$ cat config.mk
export PLATFORM = sky130hd
export DESIGN_NAME = control_sequencer_flat
export DESIGN_NICKNAME = d
export VERILOG_FILES = /design/src/rtl/control_sequencer_if.sv /design/src/rtl/control_sequencer.sv /design/src/flat_wrapper.sv
export SDC_FILE = /design/constraint.sdc
export NUM_CORES = 1
export LEC_CHECK = 0
export CORE_MARGIN = 2
export CORE_UTILIZATION = 25
export DETAILED_ROUTE_END_ITERATION = 8
export GPL_TIMING_DRIVEN = 0
export HOLD_SLACK_MARGIN = 0.15
export PLACE_DENSITY = 0.67
export SYNTH_ARGS = -nofsm -noshare
export SYNTH_HDL_FRONTEND = slang
export SYNTH_SLANG_ARGS = --single-unit
$ cat constraint.sdc
create_clock -name clock -period 8 [get_ports clock]
set_clock_uncertainty 0.2 [all_clocks]
set_input_delay 2.4 -clock clock [delete_from_list [all_inputs] [get_ports clock]]
set_output_delay 2.4 -clock clock [all_outputs]
set_load 0.005 [all_outputs]
$ cat src/rtl/control_sequencer_if.sv
// Control bus between the Mini SRC sequencer (master) and the datapath (slave):
// the instruction and memory handshake come in, and the step strobes go out.
interface control_sequencer_if;
   logic [31:0] IR;
   logic        mem_ready;
   logic        PCout, MARin, IncPC, PCin, Read, Write, MDRin, MDRout, IRin;
   logic        Yin, Zin, Zlowout, Cout;
   logic        Gra, Grb, Grc, Rin, Rout, BAout;
   logic [4:0]  alu_op;
   logic        run;
   logic [3:0]  step;

   modport master (
      input  IR, mem_ready,
      output PCout, MARin, IncPC, PCin, Read, Write, MDRin, MDRout, IRin,
      output Yin, Zin, Zlowout, Cout, Gra, Grb, Grc, Rin, Rout, BAout,
      output alu_op, run, step
   );

   modport slave (
      output IR, mem_ready,
      input  PCout, MARin, IncPC, PCin, Read, Write, MDRin, MDRout, IRin,
      input  Yin, Zin, Zlowout, Cout, Gra, Grb, Grc, Rin, Rout, BAout,
      input  alu_op, run, step
   );
endinterface

$ cat src/rtl/control_sequencer.sv
// Hardwired Mini SRC control unit: Moore fetch/decode/execute step machine whose
// strobes decode from the current step and the IR opcode.
module control_sequencer (
   input  logic                       clock,
   input  logic                       clear,
   control_sequencer_if.master        bus
);
   typedef enum logic [3:0] {
      S_RST = 4'd0, S_T0 = 4'd1, S_T1 = 4'd2, S_T2 = 4'd3, S_T3 = 4'd4,
      S_T4  = 4'd5, S_T5 = 4'd6, S_T6 = 4'd7, S_T7 = 4'd8, S_HALT = 4'd9
   } state_t;

   state_t     r_state;
   logic [4:0] w_opcode;
   logic [4:0] w_imm_alu;
   logic       w_is_ralu, w_is_imm, w_is_ldi, w_is_ld, w_is_st, w_is_halt;
   logic       w_is_based;
   logic       w_unused_ir;

   assign w_opcode    = bus.IR[31:27];
   assign w_unused_ir = ^bus.IR[26:0];

   assign w_is_ralu  = (w_opcode >= 5'b00011) && (w_opcode <= 5'b00110);
   assign w_is_imm   = (w_opcode >= 5'b01100) && (w_opcode <= 5'b01110);
   assign w_is_ldi   = (w_opcode == 5'b00001);
   assign w_is_ld    = (w_opcode == 5'b00000);
   assign w_is_st    = (w_opcode == 5'b00010);
   assign w_is_halt  = (w_opcode == 5'b11011);
   assign w_is_based = w_is_ldi || w_is_ld || w_is_st;

   // Immediate ALU ops map onto the matching register-form opcode.
   always_comb begin
      case (w_opcode)
         5'b01101: w_imm_alu = 5'b00101;
         5'b01110: w_imm_alu = 5'b00110;
         default:  w_imm_alu = 5'b00011;
      endcase
   end

   always_ff @(posedge clock) begin
      if (clear) begin
         r_state <= S_RST;
      end else begin
         case (r_state)
            S_RST:  r_state <= S_T0;
            S_T0:   r_state <= S_T1;
            S_T1:   if (bus.mem_ready) r_state <= S_T2;
            S_T2:   r_state <= S_T3;
            S_T3: begin
               if (w_is_halt)                       r_state <= S_HALT;
               else if (w_is_ralu || w_is_imm || w_is_based) r_state <= S_T4;
               else                                 r_state <= S_T0;
            end
            S_T4:   r_state <= S_T5;
            S_T5:   r_state <= (w_is_ld || w_is_st) ? S_T6 : S_T0;
            S_T6:   if (w_is_st || bus.mem_ready) r_state <= S_T7;
            S_T7:   if (!w_is_st || bus.mem_ready) r_state <= S_T0;
            S_HALT: r_state <= S_HALT;
            default: r_state <= S_RST;
         endcase
      end
   end

   assign bus.step = r_state;
   assign bus.run  = (r_state != S_RST) && (r_state != S_HALT);

   always_comb begin
      bus.PCout = 1'b0; bus.MARin = 1'b0; bus.IncPC = 1'b0; bus.PCin = 1'b0;
      bus.Read = 1'b0; bus.Write = 1'b0; bus.MDRin = 1'b0; bus.MDRout = 1'b0;
      bus.IRin = 1'b0; bus.Yin = 1'b0; bus.Zin = 1'b0; bus.Zlowout = 1'b0;
      bus.Cout = 1'b0; bus.Gra = 1'b0; bus.Grb = 1'b0; bus.Grc = 1'b0;
      bus.Rin = 1'b0; bus.Rout = 1'b0; bus.BAout = 1'b0;
      bus.alu_op = 5'b00000;
      case (r_state)
         S_T0: begin
            bus.PCout = 1'b1; bus.MARin = 1'b1; bus.IncPC = 1'b1; bus.Zin = 1'b1;
            bus.alu_op = 5'b00011;
         end
         S_T1: begin
            bus.Zlowout = 1'b1; bus.PCin = 1'b1; bus.Read = 1'b1; bus.MDRin = 1'b1;
         end
         S_T2: begin
            bus.MDRout = 1'b1; bus.IRin = 1'b1;
         end
         S_T3: begin
            // Base-addressed forms read Rb through BAout so r0 reads as zero.
            if (w_is_ralu || w_is_imm) begin
               bus.Grb = 1'b1; bus.Rout = 1'b1; bus.Yin = 1'b1;
            end else if (w_is_based) begin
               bus.Grb = 1'b1; bus.BAout = 1'b1; bus.Yin = 1'b1;
            end
         end
         S_T4: begin
            if (w_is_ralu) begin
               bus.Grc = 1'b1; bus.Rout = 1'b1; bus.Zin = 1'b1; bus.alu_op = w_opcode;
            end else if (w_is_imm) begin
               bus.Cout = 1'b1; bus.Zin = 1'b1; bus.alu_op = w_imm_alu;
            end else if (w_is_based) begin
               bus.Cout = 1'b1; bus.Zin = 1'b1; bus.alu_op = 5'b00011;
            end
         end
         S_T5: begin
            if (w_is_ld || w_is_st) begin
               bus.Zlowout = 1'b1; bus.MARin = 1'b1;
            end else if (w_is_ralu || w_is_imm || w_is_ldi) begin
               bus.Zlowout = 1'b1; bus.Gra = 1'b1; bus.Rin = 1'b1;
            end
         end
         S_T6: begin
            if (w_is_ld) begin
               bus.Read = 1'b1; bus.MDRin = 1'b1;
            end else if (w_is_st) begin
               bus.Gra = 1'b1; bus.Rout = 1'b1; bus.MDRin = 1'b1;
            end
         end
         S_T7: begin
            if (w_is_ld) begin
               bus.MDRout = 1'b1; bus.Gra = 1'b1; bus.Rin = 1'b1;
            end else if (w_is_st) begin
               bus.Write = 1'b1;
            end
         end
         default: ;
      endcase
   end
endmodule

$ cat src/flat_wrapper.sv
// flat-port wrapper written by rule: the top's interface ports become plain ports
module control_sequencer_flat 
  (clock, clear, bus_IR, bus_mem_ready, bus_PCout, bus_MARin, bus_IncPC, bus_PCin, bus_Read, bus_Write, bus_MDRin, bus_MDRout, bus_IRin, bus_Yin, bus_Zin, bus_Zlowout, bus_Cout, bus_Gra, bus_Grb, bus_Grc, bus_Rin, bus_Rout, bus_BAout, bus_alu_op, bus_run, bus_step);
  control_sequencer_if bus_i ();
  input  logic clock;
  input  logic clear;
  input wire logic [$bits(bus_i.IR)-1:0] bus_IR;
  input wire logic [$bits(bus_i.mem_ready)-1:0] bus_mem_ready;
  output wire logic [$bits(bus_i.PCout)-1:0] bus_PCout;
  output wire logic [$bits(bus_i.MARin)-1:0] bus_MARin;
  output wire logic [$bits(bus_i.IncPC)-1:0] bus_IncPC;
  output wire logic [$bits(bus_i.PCin)-1:0] bus_PCin;
  output wire logic [$bits(bus_i.Read)-1:0] bus_Read;
  output wire logic [$bits(bus_i.Write)-1:0] bus_Write;
  output wire logic [$bits(bus_i.MDRin)-1:0] bus_MDRin;
  output wire logic [$bits(bus_i.MDRout)-1:0] bus_MDRout;
  output wire logic [$bits(bus_i.IRin)-1:0] bus_IRin;
  output wire logic [$bits(bus_i.Yin)-1:0] bus_Yin;
  output wire logic [$bits(bus_i.Zin)-1:0] bus_Zin;
  output wire logic [$bits(bus_i.Zlowout)-1:0] bus_Zlowout;
  output wire logic [$bits(bus_i.Cout)-1:0] bus_Cout;
  output wire logic [$bits(bus_i.Gra)-1:0] bus_Gra;
  output wire logic [$bits(bus_i.Grb)-1:0] bus_Grb;
  output wire logic [$bits(bus_i.Grc)-1:0] bus_Grc;
  output wire logic [$bits(bus_i.Rin)-1:0] bus_Rin;
  output wire logic [$bits(bus_i.Rout)-1:0] bus_Rout;
  output wire logic [$bits(bus_i.BAout)-1:0] bus_BAout;
  output wire logic [$bits(bus_i.alu_op)-1:0] bus_alu_op;
  output wire logic [$bits(bus_i.run)-1:0] bus_run;
  output wire logic [$bits(bus_i.step)-1:0] bus_step;
  assign bus_i.IR = bus_IR;
  assign bus_i.mem_ready = bus_mem_ready;
  assign bus_PCout = bus_i.PCout;
  assign bus_MARin = bus_i.MARin;
  assign bus_IncPC = bus_i.IncPC;
  assign bus_PCin = bus_i.PCin;
  assign bus_Read = bus_i.Read;
  assign bus_Write = bus_i.Write;
  assign bus_MDRin = bus_i.MDRin;
  assign bus_MDRout = bus_i.MDRout;
  assign bus_IRin = bus_i.IRin;
  assign bus_Yin = bus_i.Yin;
  assign bus_Zin = bus_i.Zin;
  assign bus_Zlowout = bus_i.Zlowout;
  assign bus_Cout = bus_i.Cout;
  assign bus_Gra = bus_i.Gra;
  assign bus_Grb = bus_i.Grb;
  assign bus_Grc = bus_i.Grc;
  assign bus_Rin = bus_i.Rin;
  assign bus_Rout = bus_i.Rout;
  assign bus_BAout = bus_i.BAout;
  assign bus_alu_op = bus_i.alu_op;
  assign bus_run = bus_i.run;
  assign bus_step = bus_i.step;
  control_sequencer u_core (.clock(clock), .clear(clear), .bus(bus_i));
endmodule
After elaboration in Yosys (flattened, before gate mapping)
Index checks and enable logic that the tools add are counted.
W data, S select, Z words.

operators by class
  multiply operators = 0
  multiplexer cells = 45
  reduce and logical (&&, ||, !) cells = 16
  divide/modulo/power cells = 0
  add/sub/neg operators = 0
  magnitude comparators = 4
  equality and inequality tests = 18
  bitwise gates (word level) = 0
  shifts and indexed selects = 0

operators with widths
  cell                  number
  $pmux W4 S10          1
  $mux W1               24
  $eq A4 B3 Y1 const B  4
  $mux W4               4
  $pmux W1 S2           7
  $eq A5 B4 Y1 const B  2
  $mux W5               2
  $pmux W5 S2           1
  $eq A4 B2 Y1 const B  2
  $eq A4 B4 Y1 const B  2
  $logic_or A1 B1 Y1    8
  $mux W3               2
  $pmux W1 S3           2
  $pmux W3 S2           1
  $eq A5 B1 Y1 const B  1
  $eq A5 B2 Y1 const B  1
  $eq A5 B5 Y1 const B  1
  $ge A5 B2 Y1 const B  1
  $ge A5 B4 Y1 const B  1
  $le A5 B3 Y1 const B  1
  $le A5 B4 Y1 const B  1
  $logic_not A5 Y1      1
  $eq A4 B1 Y1 const B  1
  $logic_not A4 Y1      1
  8 further kinds       11

word-level totals
  bits in writable memories = 0
  ROM bits = 0
  register bits = 4
  input port bits = 35
  bits in latches = 0
  output and inout bits = 29
  logic and storage cells = 84
  memories = 0

Logic depth before layout (Yosys ltp)
Gate-level depths: netlist of the first run.

  depth in word-level cells = 7
  depth in mapped cells = 6
  gate-level depth less buffers = 4

Least setup slack after synthesis of the first run
Ideal clock, no wire load.

  path type = input to output
  from = input port bus_IR[29]
  to = output port bus_Yin
  stages = 5
  setup slack = 1.679 ns
  buffers on the path = 2
  required time = 5.400 ns
  arrival time = 3.721 ns
  path through = buf_2 -> and3_1 -> or3_1 -> nor4b_1 -> buf_4

between the ends
  word-level cells in the longest chain between the ends = 6
  elaborated cells on any way between the ends = 15
  classes of those cells = 4 x order compare; 2 x eq/ne; 3 x mux; 6 x reduce/logical

RTL lines
  element                                               line                RTL
  start: declaration                                    flat_wrapper.sv:7   input wire logic [$bits(bus_i.IR)-1:0] bus_IR;
  branches (longest 4 deep; another with $ge A5 B2 Y1)  n/a
  $mux W1 (*) (2 in series)                             n/a
  end: declaration                                      flat_wrapper.sv:18  output wire logic [$bits(bus_i.Yin)-1:0] bus_Yin;

Every way passes the cells marked *.

Final worst setup path of the first run
  from = input port bus_IR[29]
  to = output port bus_Yin

between the ends
  word-level cells in the longest chain between the ends = 6
  elaborated cells on any way between the ends = 15
  classes of those cells = 4 x order compare; 2 x eq/ne; 3 x mux; 6 x reduce/logical

RTL lines
  element                                               line                     RTL
  branches (longest 4 deep; another with $ge A5 B2 Y1)  n/a
  $mux W1 (*)                                           control_sequencer.sv:87  if (w_is_ralu || w_is_imm) begin
  $mux W1 (*)                                           control_sequencer.sv:74  case (r_state)

Marked as above.

==> results.py, run 1 <==
metrics = {
    "timing": {
        "tns_ns": 0,
        "setup_viol": 0,
        "hold_violations": 0,
        "fin_crit_ns": 7.39,
        "timing.final.crit_share_pct": 92.4,
        "fmax_mhz": 135,
        "rsz0062_at_grt": "false",
        "finalMaxSlewViolations": 0,
        "fin_ws_ns": 0.608,
    },
    "cts": {
        "h-tree-depth": 1,
        "cts_tree": "built",
        "cts-root-buf": "clkbuf_4",
        "cts_buffers": 3,
        "post_cts_buffers": 0,
        "cts_sinks": 4,
        "clock_latency_ns": 0.24,
        "ctsHoldBuffers": 0,
        "cts_buffer_depth": 2,
        "cts-resized-gates": 0,
        "clk_pin_slew_ns": 0.03,
    },
    "drt": {
        "routed_via_density": 5.21,
        "ant_nets": 0,
        "drt_wl_total_um": 2310,
        "dr.pass1.iters": 4,
        "drc": 0,
        "drtIter0Drc": 12,
        "wl_per_cell_um": 12.5,
        "routed-via-count": 958,
    },
    "setup_path": {
        "cp.arrival_ns": 4.79,
        "end_kind": "primary output",
        "cp.required_ns": 5.40,
        "cp_num_buf_inv": 4,
        "cpPeakStageDelay_ns": 0.49,
        "start_kind": "input pin",
        "path_cells": "clkdlybuf4s50_1, buf_2, and3_1, or3_1, nor4b_1, buf_4, clkdlybuf4s50_1",
        "critPathSlowestCell": "clkdlybuf4s50_1",
        "cpMostUsedCell": "clkdlybuf4s50_1",
        "crit_family": "buffers and inverters",
        "path_class": "in -> out",
        "r2r-start": "u_core.bus.step[0]",
        "path_max_fanout": 10,
        "startpoint": "bus_IR[29]",
    },
    "power_and_ir_drop": {
        "power_density_nw_per_um2": 113,
        "ir_worst_vdd_v": 0.0000660,
        "leakagePower_nw": 0.400,
        "power.total_mw": 0.129,
    },
    "logic_synthesis": {
        "syn_avg_cell_area_sq_um": 6.47,
        "yosys_warnings": 0,
        "synthMuxAreaShare_pct": 0,
        "ys_seq_elements": 4,
        "synth_xor_area_share_pct": 1.16,
        "synth_top_family_by_area": "simple AND/OR/NAND/NOR gates",
        "syn_area_sq_um": 757,
        "synth_cell_types": 40,
        "synth_compound_area_share_pct": 29.1,
        "synthSimpleGateAreaFrac_pct": 46.6,
        "syn_inst": 117,
        "synth_fa_ha_area_share_pct": 0,
        "synth_seq_area_share_pct": 10.6,
    },
    "final_layout": {
        "design_area_sq_um": 1140,
        "nNetsFinal": 190,
        "final_cell_mix": "clkdlybuf4s50_1, nor2_1, nand2_1",
        "final_core_util_pct": 40.7,
        "n_antenna_cell": 0,
        "final_layout_size_suffix_gt1_share_pct": 11.1,
        "area_delta_synth_final_pct": 50.9,
        "n_fill_cell": 331,
        "final_common_cell": "clkdlybuf4s50_1",
        "largest_reg_flops": 4,
    },
    "global_route": {
        "overflow": 0,
        "antenna_found_initial": 0,
        "grt_pass1_wl_um": 4000,
        "grt_use_total_pct": 14.4,
        "grt_max_degree": 11,
        "grt_pass1_vias": 902,
    },
    "placement": {
        "dp_hpwl_um": 1820,
        "place_ws_ns": 0.616,
        "port_buffers": 32,
        "dpl-instance-area_sq_um": 1120,
        "place_congestion": 0.857,
    },
    "floorplanning": {
        "floorplan.rows": 19,
        "coreArea_sq_um": 2810,
        "die_y_um": 59.0,
        "initial_core_util_pct": 27.0,
        "io-pin-count": 64,
        "die-area_sq_um": 3480,
        "chipWidth_um": 59.0,
    },
    "min_path": {
        "min_from": "u_core.bus.step[1]",
        "hp-class": "reg -> reg",
    },
    "job": {
        "drv_cap": 0,
    },
    "status": {
        "status": "finished, final reports clean",
    },
}
[final cells by class]
| class | instances | area, sq um | area share (%) |
|---|---|---|---|
| Buffer | 16 | 80.1 | 7.01 |
| Clock buffer | 3 | 22.5 | 1.97 |
| Tap cell | 31 | 38.8 | 3.40 |
| Inverter | 3 | 11.3 | 0.986 |
| Timing Repair Buffer | 32 | 320 | 28.0 |
| Sequential cell | 4 | 80.1 | 7.01 |
| Multi-Input combinational cell | 95 | 589 | 51.6 |
[cell usage after synthesis]
cell type | instances | area (sq um)
a211oi_1 | 4 | 30.0
a21oi_1 | 8 | 40.0
a2bb2oi_1 | 1 | 8.76
a32o_1 | 1 | 10.0
and2_1 | 3 | 18.8
and3_1 | 2 | 12.5
buf_2 | 4 | 20.0
buf_4 | 4 | 30.0
clkbuf_1 | 8 | 30.0
conb_1 | 1 | 3.75
dfxtp_1 | 4 | 80.1
inv_1 | 3 | 11.3
nand2_1 | 9 | 33.8
nand2b_1 | 6 | 37.5
nand3_1 | 1 | 5.00
nand3b_1 | 1 | 7.51
nand4_1 | 1 | 6.26
nor2_1 | 17 | 63.8
nor2b_1 | 3 | 18.8
nor3_1 | 5 | 25.0
nor3b_1 | 2 | 15.0
nor4_1 | 2 | 12.5
nor4_4 | 1 | 21.3
nor4b_1 | 2 | 17.5
o2111ai_2 | 1 | 15.0
o21ai_0 | 3 | 15.0
o21ai_1 | 3 | 15.0
o21bai_1 | 1 | 7.51
o22ai_1 | 3 | 18.8
o2bb2ai_1 | 1 | 8.76
o31ai_1 | 1 | 7.51
o32ai_2 | 1 | 16.3
o41ai_4 | 1 | 27.5
or2_1 | 1 | 6.26
or2_2 | 1 | 6.26
or2b_1 | 1 | 7.51
or3_1 | 3 | 18.8
or3b_4 | 1 | 11.3
or4_1 | 1 | 7.51
xnor2_1 | 1 | 8.76
[cell families (layout without fill, tap and decap cells)]
family,after synthesis,count (layout)
buffers and inverters,19,54
XOR/XNOR,1,1
flip-flops,4,4
other,1,2
AND/OR/NAND/NOR,63,63
AO/OA/AOI/OAI,29,29
[power breakdown]
part	leakage (nW)	switching, mW	total [mW]	internal [mW]
clock network	0.0138	0.00814	0.0249	0.0168
logic	0.354	0.0377	0.0790	0.0413
registers	0.0328	0.00256	0.0247	0.0221
total	0.400	0.0484	0.129	0.0802
[metal layers]
layer / global-route usage (%) / wire, um / vias up
met3: 3.71 / 119 / 0
met5: 0 / 0 / -
met2: 25.4 / 1150 / 30
met1: 18.4 / 1040 / 439
li1: - / - / 489
met4: 0.974 / 0 / 0
[final timing paths]
path	endpoint	slack, ns	cells after the start
setup / recovery	bus_Yin	0.61	7
hold reg to reg	u_core.bus.step[1]	0.57	3
setup reg to reg	u_core.bus.step[1]	6.14	5
hold / removal	u_core.bus.step[1]	0.57	3
[per-stage QoR]
stage | instances | hold WS [ns]
floorplan | 118 | 0.498
global placement | 181 | 0.575
detailed placement | 181 | 0.575
CTS | 184 | 0.583
global route | 184 | 0.635
finish | 184 | 0.572
[tightest hold or removal path: stages (launching register included)]
cell	delay (ns)
dfxtp_1	0.38
inv_1	0.09
a21oi_1	0.08
o32ai_2	0.18
Note: power is estimated with default switching activity, not from simulation.
==> run 2: changes to the inputs <==
==> constraint.sdc (replaced) <==
create_clock -name clock -period 8.55 [get_ports clock]
set_clock_uncertainty 0.2 [all_clocks]
set_input_delay 2.565 -clock clock [delete_from_list [all_inputs] [get_ports clock]]
set_output_delay 2.565 -clock clock [all_outputs]
set_load 0.005 [all_outputs]
==> results of run 2 <==
Same layout as run 1 (identical final DEF). Status: finished, final reports clean.
Among the figures that moved: setup slack after placement 0.616 ns -> 0.836 ns; setup slack after layout 0.608 ns -> 0.828 ns; register-to-register setup slack 6.14 ns -> 6.69 ns; total power 0.129 mW -> 0.120 mW; worst IR drop on VDD 0.0000660 V -> 0.0000618 V
==> run 3: changes to the inputs <==
--- a/config.mk
+++ b/config.mk
@@ -5,6 +5,7 @@
 export SDC_FILE = /design/constraint.sdc
 export NUM_CORES = 1
 export LEC_CHECK = 0
+export CORE_ASPECT_RATIO = 0.7
 export CORE_MARGIN = 2
 export CORE_UTILIZATION = 25
 export DETAILED_ROUTE_END_ITERATION = 8
==> results.py, run 3 (synthesis results as in run 1) <==
metrics = {
    "min_path": {
        "min_to": "u_core.bus.step[1]",
        "hp-class": "reg -> reg",
        "min_from": "u_core.bus.step[1]",
        "hold-path-cell-count": 3,
    },
    "global_route": {
        "grt_pass1_vias": 799,
        "met3_usage_pct": 2.66,
        "top_usage_layer": "met1",
        "overflow": 0,
        "grt_use_total_pct": 13.4,
        "grt_max_degree": 11,
        "antenna_found_initial": 0,
        "met1_usage_pct": 19.9,
        "grt_pass1_wl_um": 3800,
        "grtUsageMet2_pct": 19.7,
    },
    "drt": {
        "routed-via-count": 962,
        "drtIter0Drc": 31,
        "drt_wl_total_um": 2420,
        "ant_nets": 0,
        "drc": 0,
        "routed_via_density": 5.09,
        "wl_per_cell_um": 12.8,
        "dr.pass1.iters": 4,
    },
    "cts": {
        "cts_buffers": 3,
        "cts_tree": "built",
        "clk_pin_slew_ns": 0.03,
        "h-tree-depth": 1,
        "cts_sinks": 4,
        "cts_buffer_depth": 2,
        "cts-resized-gates": 0,
        "cts-root-buf": "clkbuf_8",
        "ctsHoldBuffers": 0,
        "clock_latency_ns": 0.22,
        "post_cts_buffers": 0,
    },
    "floorplanning": {
        "coreArea_sq_um": 2840,
        "initial_core_util_pct": 26.6,
        "die_y_um": 50.0,
        "floorplan.rows": 16,
        "chipWidth_um": 69.8,
        "die-area_sq_um": 3490,
        "io-pin-count": 64,
    },
    "placement": {
        "port_buffers": 32,
        "dp_hpwl_um": 1900,
        "place_congestion": 0.886,
    },
    "setup_path": {
        "r2r-start": "u_core.bus.step[0]",
        "end_kind": "primary output",
        "startpoint": "bus_IR[29]",
        "ff2ff_setup_slack_ns": 6.63,
        "cp.required_ns": 5.79,
        "r2r_end": "u_core.bus.step[1]",
        "path_class": "in -> out",
        "cp.arrival_ns": 4.98,
        "cpPeakStageDelay_ns": 0.49,
        "critPathSlowestCell": "clkdlybuf4s50_1",
        "cpMostUsedCell": "clkdlybuf4s50_1",
        "path_max_fanout": 10,
        "cp_num_buf_inv": 4,
        "path_cells": "clkdlybuf4s50_1, buf_2, and3_1, or3_1, nor4b_1, buf_4, clkdlybuf4s50_1",
        "ff2ff_path_depth": 5,
        "crit_family": "buffers and inverters",
        "start_kind": "input pin",
    },
    "timing": {
        "setup_viol": 0,
        "tns_ns": 0,
        "rsz0062_at_grt": "false",
        "whs_ns": 0.588,
        "hold_violations": 0,
        "fmax_mhz": 129,
        "finalMaxSlewViolations": 0,
        "fin_crit_ns": 7.74,
        "timing.final.crit_share_pct": 90.5,
    },
    "power_and_ir_drop": {
        "leakagePower_nw": 0.408,
        "power_density_nw_per_um2": 119,
        "ir_worst_vdd_v": 0.0000476,
    },
    "final_layout": {
        "final_layout_size_suffix_gt1_share_pct": 11.1,
        "final_core_util_pct": 41.1,
        "final_common_cell": "clkdlybuf4s50_1",
        "area_delta_synth_final_pct": 54.2,
        "n_antenna_cell": 0,
        "nNetsFinal": 190,
        "seq_area_sq_um": 80.1,
        "final_cell_mix": "clkdlybuf4s50_1, nor2_1, nand2_1",
        "n_fill_cell": 305,
        "multiInputGateArea_sq_um": 589,
        "largest_reg_flops": 4,
    },
    "status": {
        "status": "finished, final reports clean",
    },
    "job": {
        "drv_cap": 0,
    },
}
==> run 3: cell counts in the layout (fill, tap and decap cells not counted) <==
Identical to the previous run, type by type.
==> run 3: power breakdown <==
part | leakage [nW] | switching, mW | internal [mW]
Combinational | 0.354 | 0.0363 | 0.0387
Sequential | 0.0328 | 0.00222 | 0.0207
Clock | 0.0216 | 0.0104 | 0.0301
Total | 0.408 | 0.0490 | 0.0894
==> run 3: per-stage QoR <==
stage	total power, mW	cells	cell area, sq um	worst slack [ns]
global route	0.148	189	1170	0.618
floorplan	0.0628	118	761	1.90
CTS	0.138	189	1170	0.790
finish	0.138	189	1170	0.809
detailed placement	0.0976	186	1130	0.795
global placement	0.0965	186	1130	0.837
==> run 3: worst max path at each step <==
stage / slack, ns / depth (start not counted) / endpoint
after floorplan: 1.90 / 5 / bus_Yin
after global placement: 0.84 / 7 / bus_Yin
after detailed placement: 0.80 / 7 / bus_Yin
after CTS: 0.79 / 7 / bus_Yin
after global routing: 0.62 / 7 / bus_Yin
final: 0.81 / 7 / bus_Yin
==> run 3: area by class of cell <==
type | count | share of cell area, %
clock buffer | 3 | 3.54
buffer | 16 | 6.86
inverter | 3 | 0.965
multi-input combinational | 95 | 50.5
tap | 36 | 3.86
timing repair buffer | 32 | 27.4
sequential | 4 | 6.86
==> run 3: tightest hold or removal path, stage by stage, from the launching register on <==
cell,delay [ns]
dfxtp_1,0.36
inv_1,0.10
a21oi_1,0.08
o32ai_2,0.20
==> run 3: per-layer routing <==
metal | routed length, um | part of all wire (%)
met1 | 1220 | 50
met2 | 1010 | 42
met3 | 177 | 7.3
met4 | 8 | 0.33
met5 | 0 | 0
